`src/rtl/irqgen_latency_monitor.sv`:
```
// IRQ latency monitor: measures cycles from an IRQ rise to its acknowledge,
// keeps min/max/last/count statistics and queues each sample in a FWFT FIFO.
// Optional build macro IRQGEN_LATMON_SUM_EN adds a saturating 32-bit latency sum.
module irqgen_latency_monitor #(
    parameter int unsigned C_AMOUNT_OF_IRQLINES = 16,
    parameter int unsigned C_WIDTH_OF_LATENCY   = 16,
    parameter int unsigned C_FIFO_DEPTH_LOG2    = 4
) (
    input  logic                            ACLK,
    input  logic                            ARESET,
    input  logic [C_AMOUNT_OF_IRQLINES-1:0] irq_out,
    input  logic [4:0]                      irq_handled,
    input  logic                            clear,
    input  logic                            lat_rd_en,
    output logic [4+C_WIDTH_OF_LATENCY-1:0] lat_rd_data,
    output logic                            lat_empty,
    output logic                            lat_full,
    output logic                            lat_overflow,
    output logic [C_FIFO_DEPTH_LOG2:0]      lat_level,
    output logic [C_WIDTH_OF_LATENCY-1:0]   lat_last,
    output logic [C_WIDTH_OF_LATENCY-1:0]   lat_min,
    output logic [C_WIDTH_OF_LATENCY-1:0]   lat_max,
    output logic [15:0]                     done_count,
    output logic [15:0]                     stray_count,
    output logic [15:0]                     abort_count,
    output logic [31:0]                     lat_sum
);

    localparam int unsigned LW    = C_WIDTH_OF_LATENCY;
    localparam int unsigned PW    = C_FIFO_DEPTH_LOG2;
    localparam int unsigned Depth = 1 << PW;

    typedef enum logic [0:0] {StIdle, StMeasure} state_e;

    state_e                          state_q, state_d;
    logic [C_AMOUNT_OF_IRQLINES-1:0] irq_prev_q, rise;
    logic [3:0]                      cur_line_q, cur_line_d, rise_idx;
    logic [LW-1:0]                   cnt_q, cnt_d;
    logic [15:0]                     irq_ext;
    logic                            ack, line_live, done, stray, abort, rst;

    logic [4+LW-1:0] mem_q [Depth];
    logic [PW-1:0]   wr_ptr_q, rd_ptr_q;
    logic [PW:0]     level_q, level_d;
    logic            empty_q, full_q, overflow_q, push_ok, pop;

    logic [LW-1:0]   last_q, min_q, max_q;
    logic [15:0]     done_cnt_q, stray_cnt_q, abort_cnt_q;

    // clear behaves exactly like reset
    assign rst       = ARESET | clear;
    assign rise      = irq_out & ~irq_prev_q;
    assign ack       = irq_handled[0];
    // zero-extend so a 4-bit line index is always in range
    assign irq_ext   = 16'(irq_out);
    assign line_live = irq_ext[cur_line_q];

    // Lowest-index rising line wins
    always_comb begin
        rise_idx = '0;
        for (int i = int'(C_AMOUNT_OF_IRQLINES) - 1; i >= 0; i--) begin
            if (rise[i]) rise_idx = 4'(i);
        end
    end

    // FSM next state and measurement events
    always_comb begin
        state_d    = state_q;
        cur_line_d = cur_line_q;
        cnt_d      = cnt_q;
        done       = 1'b0;
        stray      = 1'b0;
        abort      = 1'b0;
        unique case (state_q)
            StIdle: begin
                stray = ack;
                if (rise != '0) begin
                    cur_line_d = rise_idx;
                    cnt_d      = LW'(1);
                    state_d    = StMeasure;
                end
            end
            StMeasure: begin
                if (ack && (irq_handled[4:1] == cur_line_q)) begin
                    done    = 1'b1;
                    state_d = StIdle;
                end else if (ack) begin
                    // wrong-line ack: time still passes for the pending IRQ
                    stray = 1'b1;
                    if (cnt_q != {LW{1'b1}}) cnt_d = cnt_q + LW'(1);
                end else if (!line_live) begin
                    abort   = 1'b1;
                    state_d = StIdle;
                end else if (cnt_q != {LW{1'b1}}) begin
                    cnt_d = cnt_q + LW'(1);
                end
            end
            default: state_d = StIdle;
        endcase
    end

    // FSM, edge-detect and counter registers
    always_ff @(posedge ACLK) begin
        if (rst) begin
            state_q    <= StIdle;
            irq_prev_q <= '0;
            cur_line_q <= '0;
            cnt_q      <= '0;
        end else begin
            state_q    <= state_d;
            irq_prev_q <= irq_out;
            cur_line_q <= cur_line_d;
            cnt_q      <= cnt_d;
        end
    end

    // Statistics and saturating event counters
    always_ff @(posedge ACLK) begin
        if (rst) begin
            last_q      <= '0;
            min_q       <= '1;
            max_q       <= '0;
            done_cnt_q  <= '0;
            stray_cnt_q <= '0;
            abort_cnt_q <= '0;
        end else begin
            if (done) begin
                last_q <= cnt_q;
                if (cnt_q < min_q) min_q <= cnt_q;
                if (cnt_q > max_q) max_q <= cnt_q;
                if (done_cnt_q != 16'hFFFF) done_cnt_q <= done_cnt_q + 16'd1;
            end
            if (stray && stray_cnt_q != 16'hFFFF) stray_cnt_q <= stray_cnt_q + 16'd1;
            if (abort && abort_cnt_q != 16'hFFFF) abort_cnt_q <= abort_cnt_q + 16'd1;
        end
    end

    // FIFO occupancy: simultaneous push and pop is always accepted, even when full
    assign pop     = lat_rd_en & ~empty_q;
    assign push_ok = done & (~full_q | pop);

    always_comb begin
        level_d = level_q;
        if (push_ok && !pop) level_d = level_q + (PW+1)'(1);
        else if (pop && !push_ok) level_d = level_q - (PW+1)'(1);
    end

    // FIFO pointers, registered flags and sticky overflow
    always_ff @(posedge ACLK) begin
        if (rst) begin
            wr_ptr_q   <= '0;
            rd_ptr_q   <= '0;
            level_q    <= '0;
            empty_q    <= 1'b1;
            full_q     <= 1'b0;
            overflow_q <= 1'b0;
        end else begin
            if (push_ok) wr_ptr_q <= wr_ptr_q + PW'(1);
            if (pop)     rd_ptr_q <= rd_ptr_q + PW'(1);
            level_q <= level_d;
            empty_q <= (level_d == '0);
            full_q  <= (level_d == (PW+1)'(Depth));
            if (done && full_q && !pop) overflow_q <= 1'b1;
        end
    end

    // FIFO storage; contents are don't-care until pointed at
    always_ff @(posedge ACLK) begin
        if (push_ok) mem_q[wr_ptr_q] <= {cur_line_q, cnt_q};
    end

`ifdef IRQGEN_LATMON_SUM_EN
    logic [31:0] sum_q;

    // Saturating accumulator of completed latencies
    always_ff @(posedge ACLK) begin
        if (rst) begin
            sum_q <= '0;
        end else if (done) begin
            if (sum_q > (32'hFFFF_FFFF - 32'(cnt_q))) sum_q <= 32'hFFFF_FFFF;
            else sum_q <= sum_q + 32'(cnt_q);
        end
    end

    assign lat_sum = sum_q;
`else
    assign lat_sum = '0;
`endif

    assign lat_rd_data  = empty_q ? '0 : mem_q[rd_ptr_q];
    assign lat_empty    = empty_q;
    assign lat_full     = full_q;
    assign lat_overflow = overflow_q;
    assign lat_level    = level_q;
    assign lat_last     = last_q;
    assign lat_min      = min_q;
    assign lat_max      = max_q;
    assign done_count   = done_cnt_q;
    assign stray_count  = stray_cnt_q;
    assign abort_count  = abort_cnt_q;

endmodule

```
`config.mk`:
```
export PLATFORM = sky130hd
export DESIGN_NAME = irqgen_latency_monitor
export DESIGN_NICKNAME = d
export VERILOG_FILES = /design/src/rtl/irqgen_latency_monitor.sv
export SDC_FILE = /design/constraint.sdc
export NUM_CORES = 1
export LEC_CHECK = 0
export ABC_CLOCK_PERIOD_IN_PS = 5100
export CAP_MARGIN = 10
export CORE_MARGIN = 2
export CORE_UTILIZATION = 35
export DETAILED_ROUTE_END_ITERATION = 16
export GPL_ROUTABILITY_DRIVEN = 1
export PLACE_DENSITY = 0.65
export SYNTH_ARGS = -nofsm -noshare
export SYNTH_HDL_FRONTEND = slang
export SYNTH_SLANG_ARGS = --single-unit
```
`constraint.sdc`:
```
create_clock -name ACLK -period 5.1 [get_ports ACLK]
set_input_delay 1.02 -clock ACLK [delete_from_list [all_inputs] [get_ports ACLK]]
set_output_delay 1.02 -clock ACLK [all_outputs]
set_load 0.02 [all_outputs]
```
==> results.json <==
{
  "status": "completed",
  "crit_chain": "buf_4 > mux4_2 > mux4_2 > nor2b_1 > clkdlybuf4s50_1",
  "initial_core_util_pct": 35.30,
  "cts_max_path_buffers": 3,
  "cts_setup_buffers": 0,
  "ys_ff_latch": 473,
  "synth_top_area_cell": "edfxtp_1",
  "rsz0062_at_grt": "no",
  "arrival_ps": 3460,
  "yosysSeqAreaShare_pct": 62.46,
  "synth-edff-count": 320,
  "synth_top_area_share_pct": 47.36,
  "gr-total-overflow": 0,
  "power_mw": 7.843,
  "synth_async_sr_flop_share_pct": 0,
  "synth.cell_area_um2": 20290,
  "cts_buffers": 48,
  "hold_path_class": "reg -> reg",
  "track_usage_pct": 16.87,
  "synth.avg_cell_area_um2": 13.94,
  "antennaDiodeCount": 0,
  "fin_tns_setup_ps": 0,
  "worst-path-max-fanout": 23,
  "hold_start": "lat_last[15]",
  "crit_top_cell": "mux4_2",
  "boundaryPins": 181,
  "slowest_delay_ps": 660,
  "ys.flop_type": "edfxtp_1",
  "fp.dieH_um": 244.8,
  "p_int_mw": 6.195,
  "period_share_pct": 87.81,
  "cp_data_required_time_ps": 4080,
  "ys_top_cells_by_count": "edfxtp_1, dfxtp_1, nand2_1",
  "drv_slew": 0,
  "fmax_mhz": 223.3,
  "worst_slew_pin_slew_ps": 1208,
  "hold_viol_final": 0,
  "synth_cells": 1455,
  "die_x_um": 244.8,
  "leakagePower_nw": 8.196,
  "path_depth": 5,
  "crit_family": "multiplexers",
  "ff_latch_area_um2": 12680,
  "ys_warn_count": 0,
  "worstReg2RegStart": "cur_line_q[0]",
  "vias_per_cell": 5.178,
  "design.core.area_um2": 57480,
  "p_sw_share_pct": 21.01,
  "synth_most_common_cell": "edfxtp_1",
  "grt_start_max_net_pins": 59,
  "num-fill-cells": 5261,
  "routabilityCongestion": 0.8101,
  "clock-sinks": 473,
  "worstReg2RegEnd": "mem_q[6][7]",
  "port_buffers": 148,
  "synth_area_leaders": "edfxtp_1, dfxtp_1, mux4_2",
  "min_period_ps": 4478,
  "cts_resized": 0,
  "p_per_area_nw_per_um2": 321.1,
  "rows": 88,
  "vdd_ir_drop_max_uv": 258.4,
  "first_global_vias": 12710,
  "end_kind": "output pin",
  "layout.nets": 1693,
  "p_comb_share_pct": 2.2,
  "drive_gt1_share_pct": 15.79,
  "whs_path_depth": 2,
  "switchingPower_mw": 1.648,
  "critPathBufInv": 2,
  "hpwl_um": 32560,
  "hold_buffers": 0,
  "slowest_stage": "dfxtp_4",
  "seqPwrFrac_pct": 51.8,
  "routedWlPerCell_um": 20.81,
  "skew_ps": 19.49,
  "drc": 0,
  "multi_input_area_um2": 7028,
  "reg2reg_depth": 7,
  "maxCapViolCount": 0,
  "firstDrtPassIters": 5,
  "criticalPathCategory": "reg -> out",
  "cts_tree": "built",
  "htree_levels": 2,
  "max_slew_margin_pct": 18.84,
  "whs_endpoint": "lat_last[15]",
  "synth_cell_type_count": 68,
  "place_area_um2": 22790,
  "ff2ff_setup_slack_ps": 1980,
  "area_growth_pct": 20.37,
  "grt_pass1_wl_um": 76850,
  "setup_viol": 0,
  "cts-root-buf": "clkbuf_16",
  "clk_pin_slew_worst_paths_ps": 60,
  "first_iter_violations": 971,
  "clk_latency_ps": 600,
  "final_antenna_net_count": 0,
  "antenna_found_initial": 2,
  "wl_um": 50590,
  "critPathLaunchType": "flop",
  "die_area_um2": 59910,
  "vias": 12590,
  "post-route-cell-area_um2": 24420,
  "power_frac_clock_pct": 46.0
}
==> power by group through the flow <==
stage | combinational, mW | sequential [mW] | clock [mW]
after floorplan | 0.128 | 4.15 | 0
after global placement | 0.171 | 4.15 | 0
after detailed placement | 0.174 | 4.15 | 0
after CTS | 0.174 | 4.06 | 3.67
after global routing | 0.191 | 4.06 | 3.83
final | 0.174 | 4.06 | 3.61
==> registers in the layout, indices dropped and copies added, names as in the netlist, named ones only <==
signal,cells
done_count,16
lat_last,16
lat_min,16
lat_overflow,1
rd_ptr_q,4
lat_level,5
mem_q,320
abort_count,16
cnt_q,16
state_q,1
wr_ptr_q,4
irq_prev_q,16
cur_line_q,4
lat_empty,1
lat_max,16
lat_full,1
stray_count,16
==> worst max path at each step <==
stage / startpoint / end / slack (ps)
global route: flop / lat_rd_data[6] / 420
finish: flop / lat_rd_data[6] / 620
floorplan: lat_rd_en / mem_q[3][0] / 1080
CTS: flop / lat_rd_data[2] / 490
global placement: irq_handled[3] / mem_q[6][16] / 1080
detailed placement: irq_handled[3] / mem_q[6][16] / 1060
==> worst reg2reg max path, stage by stage, from the launching register on <==
cell and delay (ps):
dfxtp_1 310, buf_4 310, xnor2_1 190, nand4_1 280, nor3_2 620, nand2_1 300
nor2_2 550, buf_4 290
==> area by class of cell <==
type,count,share of cell area [%]
clock inverters,29,1.373
inverters,47,0.7223
well taps,765,3.919
repair buffers,202,7.982
clock buffers,61,5.323
multi-input cells,854,28.78
flip-flops and latches,473,51.91
==> cell families after synthesis <==
family | count (synthesis) | synth area share [%]
muxes | 152 | 13.79
and+or+nand+nor | 444 | 11.02
AOI/OAI and AO/OA | 143 | 4.582
other | 1 | 0.01848
xor gates and xnor gates | 41 | 1.770
buffers and inverters | 159 | 3.774
DFF | 473 | 62.46
adders and majority gates | 42 | 2.590
==> placed cells by master, fill, tap and decap left out, types with 48 or more instances in the layout <==
master / Yosys / final
edfxtp_1: 320 / 320
dfxtp_1: 153 / 151
clkdlybuf4s50_1: 0 / 148
nand2_1: 118 / 118
mux4_2: 102 / 102
nor2_1: 101 / 88
a21oi_1: 57 / 57
mux2i_1: 50 / 50
buf_4: 35 / 49
clkbuf_16: 0 / 48
==> per-layer routing <==
metal | part of all wire (%) | global-route usage (%) | vias up | routed length, µm
li1 | - | - | 5758 | -
met1 | 43 | 22.23 | 6383 | 21510
met2 | 47 | 27.35 | 373 | 23870
met3 | 8.3 | 5.040 | 74 | 4216
met4 | 2.0 | 4.035 | 0 | 990
met5 | 0 | 0 | - | 0
==> stage by stage <==
| stage | hold slack (ps) | utilization, % | instances | worst slack (ps) |
|---|---|---|---|---|
| after floorplan | 484.7 | - | 1486 | 1080 |
| after global placement | 446.4 | 39.65 | 2341 | 1082 |
| after detailed placement | 449.1 | 39.65 | 2341 | 1055 |
| after CTS | 459.9 | 42.49 | 2431 | 491.1 |
| after global routing | 491.3 | 42.49 | 2431 | 422.8 |
| final | 457.0 | 42.49 | 2431 | 621.7 |
Power figures use the tool's default switching activity.
